`src/rtl/glitc_trigger_discriminator.sv`:
```
// glitc_trigger_discriminator
// Trigger discriminator that sits after the dual-RITC correlator. Each
// sysclk it takes the two per-RITC maximum correlation values and compares
// them against programmable thresholds. It combines the two results using the
// selected coincidence mode and then issues a one-cycle trigger, followed by a
// programmable holdoff. For every trigger it captures the correlation values
// that caused it, and it keeps per-period rate scalers.
//
// Ports:
//   sysclk_i        system clock, all logic on the rising edge
//   rst_n_i         asynchronous active-low reset
//   r0_max_i        RITC0 max correlation, new value every cycle
//   r1_max_i        RITC1 max correlation, new value every cycle
//   r0_thresh_i     RITC0 threshold (quasi-static)
//   r1_thresh_i     RITC1 threshold (quasi-static)
//   mode_i          0=R0 only, 1=R1 only, 2=R0 OR R1, 3=R0 AND R1
//   holdoff_i       dead cycles after a trigger
//   enable_i        trigger enable (only gates leaving IDLE)
//   trig_o          one-cycle trigger pulse
//   trig_max_o      {r1,r0} max values that caused the last trigger
//   scaler_r0_o     R0 over-threshold cycles in the last period
//   scaler_r1_o     R1 over-threshold cycles in the last period
//   scaler_trig_o   accepted triggers in the last period
//   scaler_valid_o  one-cycle pulse when the scaler outputs update
//   busy_o          high while a trigger or its holdoff is in progress
module glitc_trigger_discriminator #(
    parameter int NBITS         = 11,
    parameter int HOLDOFF_BITS  = 8,
    parameter int SCALER_BITS   = 16,
    parameter int SCALER_PERIOD = 162500
) (
    input  logic                    sysclk_i,
    input  logic                    rst_n_i,
    input  logic [NBITS-1:0]        r0_max_i,
    input  logic [NBITS-1:0]        r1_max_i,
    input  logic [NBITS-1:0]        r0_thresh_i,
    input  logic [NBITS-1:0]        r1_thresh_i,
    input  logic [1:0]              mode_i,
    input  logic [HOLDOFF_BITS-1:0] holdoff_i,
    input  logic                    enable_i,
    output logic                    trig_o,
    output logic [2*NBITS-1:0]      trig_max_o,
    output logic [SCALER_BITS-1:0]  scaler_r0_o,
    output logic [SCALER_BITS-1:0]  scaler_r1_o,
    output logic [SCALER_BITS-1:0]  scaler_trig_o,
    output logic                    scaler_valid_o,
    output logic                    busy_o
);

    localparam int                       PCNT_BITS  = $clog2(SCALER_PERIOD);
    localparam logic [PCNT_BITS-1:0]     PCNT_ZERO  = PCNT_BITS'(0);
    localparam logic [PCNT_BITS-1:0]     PCNT_ONE   = PCNT_BITS'(1);
    localparam logic [PCNT_BITS-1:0]     PCNT_LAST  = PCNT_BITS'(SCALER_PERIOD - 1);
    localparam logic [HOLDOFF_BITS-1:0]  HOLD_ZERO  = HOLDOFF_BITS'(0);
    localparam logic [HOLDOFF_BITS-1:0]  HOLD_ONE   = HOLDOFF_BITS'(1);
    localparam logic [SCALER_BITS-1:0]   SCALER_ZERO = SCALER_BITS'(0);
    localparam logic [SCALER_BITS-1:0]   SCALER_ONE  = SCALER_BITS'(1);
    localparam logic [SCALER_BITS-1:0]   SCALER_MAX  = {SCALER_BITS{1'b1}};

    typedef enum logic [1:0] {
        ST_IDLE    = 2'd0,
        ST_FIRE    = 2'd1,
        ST_HOLDOFF = 2'd2
    } state_t;

    // Saturating increment used by all three rate accumulators.
    function automatic logic [SCALER_BITS-1:0] sat_inc(
        input logic [SCALER_BITS-1:0] value,
        input logic                   event_hit
    );
        logic [SCALER_BITS-1:0] result;
        if (event_hit && (value != SCALER_MAX)) begin
            result = value + SCALER_ONE;
        end else begin
            result = value;
        end
        return result;
    endfunction

    logic                    over0_r;
    logic                    over1_r;
    logic [NBITS-1:0]        r0_q_r;
    logic [NBITS-1:0]        r1_q_r;
    logic                    hit_s;
    logic                    go_s;
    state_t                  state_r;
    state_t                  state_nxt_s;
    logic [HOLDOFF_BITS-1:0] hold_cnt_r;
    logic [HOLDOFF_BITS-1:0] hold_cnt_nxt_s;
    logic                    fire_s;
    logic                    trig_r;
    logic [2*NBITS-1:0]      trig_max_r;
    logic                    busy_r;
    logic [PCNT_BITS-1:0]    period_cnt_r;
    logic                    wrap_s;
    logic [SCALER_BITS-1:0]  acc0_r;
    logic [SCALER_BITS-1:0]  acc1_r;
    logic [SCALER_BITS-1:0]  acct_r;
    logic [SCALER_BITS-1:0]  scaler_r0_r;
    logic [SCALER_BITS-1:0]  scaler_r1_r;
    logic [SCALER_BITS-1:0]  scaler_trig_r;
    logic                    scaler_valid_r;

    // Stage 1: strict unsigned threshold compare, registered alongside the raw values.
    always_ff @(posedge sysclk_i or negedge rst_n_i) begin
        if (!rst_n_i) begin
            over0_r <= 1'b0;
            over1_r <= 1'b0;
            r0_q_r  <= {NBITS{1'b0}};
            r1_q_r  <= {NBITS{1'b0}};
        end else begin
            over0_r <= (r0_max_i > r0_thresh_i);
            over1_r <= (r1_max_i > r1_thresh_i);
            r0_q_r  <= r0_max_i;
            r1_q_r  <= r1_max_i;
        end
    end

    // Coincidence qualification of the stage-1 compare results.
    always_comb begin
        hit_s = 1'b0;
        case (mode_i)
            2'd0:    hit_s = over0_r;
            2'd1:    hit_s = over1_r;
            2'd2:    hit_s = over0_r | over1_r;
            2'd3:    hit_s = over0_r & over1_r;
            default: hit_s = 1'b0;
        endcase
    end

    assign go_s = hit_s & enable_i;

    // Trigger FSM state and holdoff counter registers.
    always_ff @(posedge sysclk_i or negedge rst_n_i) begin
        if (!rst_n_i) begin
            state_r    <= ST_IDLE;
            hold_cnt_r <= HOLD_ZERO;
        end else begin
            state_r    <= state_nxt_s;
            hold_cnt_r <= hold_cnt_nxt_s;
        end
    end

    // Trigger FSM next state. Leaving FIRE (no holdoff) or the last holdoff
    // cycle re-evaluates the IDLE condition directly, so the trigger spacing
    // is holdoff+1 and a steady hit with zero holdoff fires every cycle.
    always_comb begin
        state_nxt_s    = state_r;
        hold_cnt_nxt_s = hold_cnt_r;
        case (state_r)
            ST_IDLE: begin
                if (go_s) begin
                    state_nxt_s = ST_FIRE;
                end else begin
                    state_nxt_s = ST_IDLE;
                end
            end
            ST_FIRE: begin
                if (holdoff_i != HOLD_ZERO) begin
                    state_nxt_s    = ST_HOLDOFF;
                    hold_cnt_nxt_s = holdoff_i;
                end else if (go_s) begin
                    state_nxt_s = ST_FIRE;
                end else begin
                    state_nxt_s = ST_IDLE;
                end
            end
            ST_HOLDOFF: begin
                if (hold_cnt_r == HOLD_ONE) begin
                    hold_cnt_nxt_s = HOLD_ZERO;
                    if (go_s) begin
                        state_nxt_s = ST_FIRE;
                    end else begin
                        state_nxt_s = ST_IDLE;
                    end
                end else begin
                    hold_cnt_nxt_s = hold_cnt_r - HOLD_ONE;
                end
            end
            default: begin
                state_nxt_s    = ST_IDLE;
                hold_cnt_nxt_s = HOLD_ZERO;
            end
        endcase
    end

    assign fire_s = (state_nxt_s == ST_FIRE);

    // Registered trigger outputs, aligned with the FSM state register.
    always_ff @(posedge sysclk_i or negedge rst_n_i) begin
        if (!rst_n_i) begin
            trig_r     <= 1'b0;
            busy_r     <= 1'b0;
            trig_max_r <= {(2*NBITS){1'b0}};
        end else begin
            trig_r <= fire_s;
            busy_r <= (state_nxt_s != ST_IDLE);
            if (fire_s) begin
                trig_max_r <= {r1_q_r, r0_q_r};
            end else begin
                trig_max_r <= trig_max_r;
            end
        end
    end

    assign wrap_s = (period_cnt_r == PCNT_LAST);

    // Scaler period counter plus accumulators; on the wrap cycle the
    // accumulators (including that cycle's events) publish and clear.
    always_ff @(posedge sysclk_i or negedge rst_n_i) begin
        if (!rst_n_i) begin
            period_cnt_r   <= PCNT_ZERO;
            acc0_r         <= SCALER_ZERO;
            acc1_r         <= SCALER_ZERO;
            acct_r         <= SCALER_ZERO;
            scaler_r0_r    <= SCALER_ZERO;
            scaler_r1_r    <= SCALER_ZERO;
            scaler_trig_r  <= SCALER_ZERO;
            scaler_valid_r <= 1'b0;
        end else begin
            scaler_valid_r <= wrap_s;
            if (wrap_s) begin
                period_cnt_r  <= PCNT_ZERO;
                scaler_r0_r   <= sat_inc(acc0_r, over0_r);
                scaler_r1_r   <= sat_inc(acc1_r, over1_r);
                scaler_trig_r <= sat_inc(acct_r, trig_r);
                acc0_r        <= SCALER_ZERO;
                acc1_r        <= SCALER_ZERO;
                acct_r        <= SCALER_ZERO;
            end else begin
                period_cnt_r  <= period_cnt_r + PCNT_ONE;
                acc0_r        <= sat_inc(acc0_r, over0_r);
                acc1_r        <= sat_inc(acc1_r, over1_r);
                acct_r        <= sat_inc(acct_r, trig_r);
            end
        end
    end

    assign trig_o         = trig_r;
    assign trig_max_o     = trig_max_r;
    assign busy_o         = busy_r;
    assign scaler_r0_o    = scaler_r0_r;
    assign scaler_r1_o    = scaler_r1_r;
    assign scaler_trig_o  = scaler_trig_r;
    assign scaler_valid_o = scaler_valid_r;

endmodule

```
`config.mk`:
```
export PLATFORM = sky130hd
export DESIGN_NAME = glitc_trigger_discriminator
export DESIGN_NICKNAME = d
export VERILOG_FILES = /design/src/rtl/glitc_trigger_discriminator.sv
export SDC_FILE = /design/constraint.sdc
export NUM_CORES = 1
export LEC_CHECK = 0
export CORE_MARGIN = 2
export CORE_UTILIZATION = 35
export DETAILED_ROUTE_END_ITERATION = 7
export GPL_TIMING_DRIVEN = 1
export HOLD_SLACK_MARGIN = 0.06
export PLACE_DENSITY = 0.63
export SYNTH_ARGS = -nofsm -noshare
export SYNTH_HDL_FRONTEND = slang
export SYNTH_SLANG_ARGS = --single-unit
export TNS_END_PERCENT = 1
```
`constraint.sdc`:
```
create_clock -name sysclk_i -period 3.5 [get_ports sysclk_i]
set_input_delay 0.525 -clock sysclk_i [delete_from_list [all_inputs] [get_ports sysclk_i]]
set_output_delay 0.525 -clock sysclk_i [all_outputs]
set_load 0.05 [all_outputs]
```
==> results.md <==
- Combinational fraction of design power: 27.1%
- Maximum fanout encountered on the critical timing path: 23
- R2R setup slack: 1.04 ns
- Overall die area: 24100 um2
- Actual slew at the worst max-slew pin: 0.600 ns
- Die extent in x: 155 um
- Status: completed
- Static Leak: 4.46 nW
- Final HPWL from detailed placement: 12.7 mm
- CTS tree: done
- Required time at the endpoint of the critical path: 3.81 ns
- Minimum clock period after layout: 2.46 ns
- Vertical die dimension: 155 um
- Number of nets still failing antenna checks after routing: 0
- First DRT Iteration DRCs: 249
- Overall fraction of global-route tracks in use: 15.0%
- Vias per inst: 4.91
- Sum of negative setup slack: 0 ns
- Aggregate global routing overflow: 0
- H-tree lvl count: 4
- Portion of total power attributed to sequential cells: 41.4%
- Total core area: 22600 um2
- GR Util met2: 24.4%
- Nature of the critical path startpoint: flop
- Number of failing hold endpoints at the final stage: 0
- Initial Utilization: 35.5%
- Count of boundary I/O pins: 130
- Largest family of logic cells by synthesized area: simple AND/OR/NAND/NOR gates
- Clock sinks: 173
- Average cell area after synthesis: 10.6 um2
- Proportion of netlist area held by the largest area contributor: 54.0%
- Placement Rows: 55
- EDFF count, synth: 0
- Wire length of the first global-routing pass: 29.0 mm
- Fill cell instance count of the final layout: 2129
- Worst-Skew Late Latency: 0.43 ns
- Via Count: 5814
- Max-slew violations: 0
- Number of register bits inferred by synthesis: 173
- Drt total wl: 17.3 mm
- Count of port buffers added during placement: 129
- Residual DRC count: 0
- Setup repair after global routing missed its margin: no
- Fraction of the yosys area taken by sequential cells: 54.0%
- Post-Synth XOR/XNOR Area: 6.01%
- Worst-case vdd ir drop: 567 uV
- Final worst path period share: 70.2%
- Number of gates resized after CTS: 0
- Number of antenna repair diodes: 0
- First drt pass iteration count: 4
- Number of buffers added to fix hold violations after cts: 0
- Compound-cell area share of the yosys netlist: 9.53%
- PD cells: 587 nW/um2
- Fin Clk Skew: 0.00759 ns
- Critical path launch point: hold_cnt_r[1]
- Number of CTS-inserted buffers: 17
- Power Internal: 0.00399 W
- Clock transition at path regs: 0.07 ns
- Switching share of power: 33.4%
- Area of the mapped netlist: 8010 um2
- Sw power: 0.00200 W
- Area taken by flip-flops and latches: 4330 um2
- Multiplexer fraction of the synthesized cell area: 4.86%
- Layer with the highest usage: met2
- Max capacitance violation total: 0
- GR met1 Demand/Resource: 19.2%
- Number of global-route vias before repair: 5766
- Layout net count: 974
- Worst reg2reg path depth: 7
- P&R area growth vs syn: 27.6%
- Final count of negative-setup-slack endpoints: 0
- Critical path type: reg2reg
- Initial antenna violation count: 0
- Maximum number of pins on one net before global-route repair: 68
- Root buffer cell: sky130_fd_sc_hd__clkbuf_16
- Number of nets produced by synthesis: 844
- Syn. warnings: 0
- Largest buffer count on any clock path: 2
- Fraction of met3 tracks used by global routing: 5.71%
- Share of layout cells above drive strength 1: 8.80%
- Rel. slew slack: 59.0%
- Number of instances in the synthesized netlist: 755
- Multi-input combinational cell area: 3400 um2
- GPL Wtd Cong: 0.867
- Final non-filler cell area: 10200 um2
- R2r startpoint: hold_cnt_r[1]
- Crit Reg-Reg Endpoint: trig_max_o[0]
- Post-synthesis async set-or-reset flop share: 100%
- Largest cells by area after synthesis: sky130_fd_sc_hd__dfrtp_1 54%, sky130_fd_sc_hd__ha_1 5.0%, sky130_fd_sc_hd__xnor2_1 3.8%
- FMAX: 407 MHz
- Crit path capture type: flop
- Standard cell area after detailed placement: 9630 um2
- Number of distinct library cells after synthesis: 60
- Post-Synth Simple-Gate Area: 16.9%
- Class of the worst hold path: in2async
- Mean routed wirelength per cell: 14.6 um
- Most area-hungry cell type in the Yosys netlist: sky130_fd_sc_hd__dfrtp_1
- CP arrival: 2.77 ns
- Dominant synthesized flop cell: sky130_fd_sc_hd__dfrtp_1
- Clock network fraction of design power: 31.4%
- Post-synthesis adder-cell area fraction: 5.00%
- Number of setup buffers added after CTS: 0
[through the flow]
step	power, W	util (%)	setup WS (ns)	hold WS (ns)	std cells
final	0.00600	45.3	1.04	0.0624	1183
after global routing	0.00630	45.3	0.902	0.0964	1183
after CTS	0.00607	45.3	1.01	0.0938	1183
after detailed placement	0.00416	42.7	0.626	0.465	1151
after global placement	0.00414	42.7	0.668	0.454	1151
after floorplan	0.00358	-	1.40	0.229	755
[flip-flops by register name, indices dropped and copies added (netlist names), 16 cells and up]
signal and count:
acct_r 16, scaler_r1_o 16, acc1_r 16, scaler_trig_o 16
acc0_r 16, scaler_r0_o 16, period_cnt_r 18, trig_max_o 22
[cells in the mapped netlist (2+ instances only)]
cell type and number:
sky130_fd_sc_hd__o21ai_0 61, sky130_fd_sc_hd__dfrtp_1 173, sky130_fd_sc_hd__and3_1 5, sky130_fd_sc_hd__a221o_1 2, sky130_fd_sc_hd__a21oi_1 10, sky130_fd_sc_hd__nor4_2 5
sky130_fd_sc_hd__mux2_2 3, sky130_fd_sc_hd__buf_1 4, sky130_fd_sc_hd__inv_1 46, sky130_fd_sc_hd__a31oi_1 3, sky130_fd_sc_hd__nor2_1 80, sky130_fd_sc_hd__nor4_1 11
sky130_fd_sc_hd__nand2_1 76, sky130_fd_sc_hd__or3_1 3, sky130_fd_sc_hd__nand4b_1 4, sky130_fd_sc_hd__xor2_1 20, sky130_fd_sc_hd__or2_2 2, sky130_fd_sc_hd__o21a_1 3
sky130_fd_sc_hd__mux2_4 19, sky130_fd_sc_hd__a32oi_1 3, sky130_fd_sc_hd__clkbuf_1 18, sky130_fd_sc_hd__nor2b_1 6, sky130_fd_sc_hd__nand2b_1 3, sky130_fd_sc_hd__nor3b_1 2
sky130_fd_sc_hd__nand3_1 25, sky130_fd_sc_hd__ha_1 32, sky130_fd_sc_hd__and4_1 3, sky130_fd_sc_hd__o2bb2ai_1 2, sky130_fd_sc_hd__a2111oi_0 2, sky130_fd_sc_hd__buf_8 2
sky130_fd_sc_hd__and2_1 3, sky130_fd_sc_hd__a21o_1 3, sky130_fd_sc_hd__a22oi_1 3, sky130_fd_sc_hd__nor3_1 22, sky130_fd_sc_hd__mux2i_1 7, sky130_fd_sc_hd__o2111ai_1 2
sky130_fd_sc_hd__xnor2_1 35, sky130_fd_sc_hd__nand4_1 19, sky130_fd_sc_hd__o21ai_1 7, sky130_fd_sc_hd__o211ai_1 6
[how the worst max path moves through the flow]
stage | cells after the start | slack, ns | to
after floorplan | 8 | 1.40 | trig_max_o[10]
after global placement | 6 | 0.67 | trig_max_o[7]
after detailed placement | 6 | 0.63 | trig_max_o[3]
after CTS | 7 | 1.01 | trig_max_o[3]
after global routing | 7 | 0.90 | trig_max_o[1]
final | 7 | 1.04 | trig_max_o[0]
[metal layers]
layer  wire [um]  up-vias
met1        7720     2781
met4         192        0
met3        1290       18
met2        8100      152
li1            -     2863
met5           0        -
[layout by cell type (no fill, tap or decap), types with 22 or more instances in the layout]
cell	synthesis	routed
sky130_fd_sc_hd__dfrtp_1	173	173
sky130_fd_sc_hd__clkdlybuf4s50_1	0	128
sky130_fd_sc_hd__nor2_1	80	79
sky130_fd_sc_hd__nand2_1	76	76
sky130_fd_sc_hd__o21ai_0	61	61
sky130_fd_sc_hd__inv_1	46	46
sky130_fd_sc_hd__xnor2_1	35	35
sky130_fd_sc_hd__ha_1	32	32
sky130_fd_sc_hd__nand3_1	25	25
sky130_fd_sc_hd__nor3_1	22	22
[power groups by stage]
stage               clock (W)  combinational (W)  sequential (W)
CTS                   0.00194            0.00164         0.00249
detailed placement          0            0.00164         0.00252
finish                0.00188            0.00163         0.00249
floorplan                   0           0.000641         0.00294
global placement            0            0.00163         0.00251
global route          0.00202            0.00175         0.00252
[kinds of logic after synthesis]
family,after synthesis
and+or+nand+nor,275
DFF,173
AOI/OAI and AO/OA,119
buffers and inverters,72
muxes,29
adders and majority gates,32
xor gates and xnor gates,55
[worst max-delay path: stages (launching register included)]
cell and delay, ns:
sky130_fd_sc_hd__dfrtp_1 0.42, sky130_fd_sc_hd__inv_1 0.11, sky130_fd_sc_hd__ha_1 0.14, sky130_fd_sc_hd__nor3b_1 0.39, sky130_fd_sc_hd__a21oi_4 0.18, sky130_fd_sc_hd__a32o_1 0.29, sky130_fd_sc_hd__nand3_4 0.39, sky130_fd_sc_hd__mux2_2 0.39
[layout make-up]
class / count / share of cell area, %
repair buffers: 137 / 13.5
flip-flops and latches: 173 / 42.4
well taps: 285 / 3.49
inverters: 46 / 1.69
multi-input cells: 510 / 33.2
clock inverters: 15 / 1.60
clock buffers: 17 / 4.16
(Power assumes the default switching activity.)
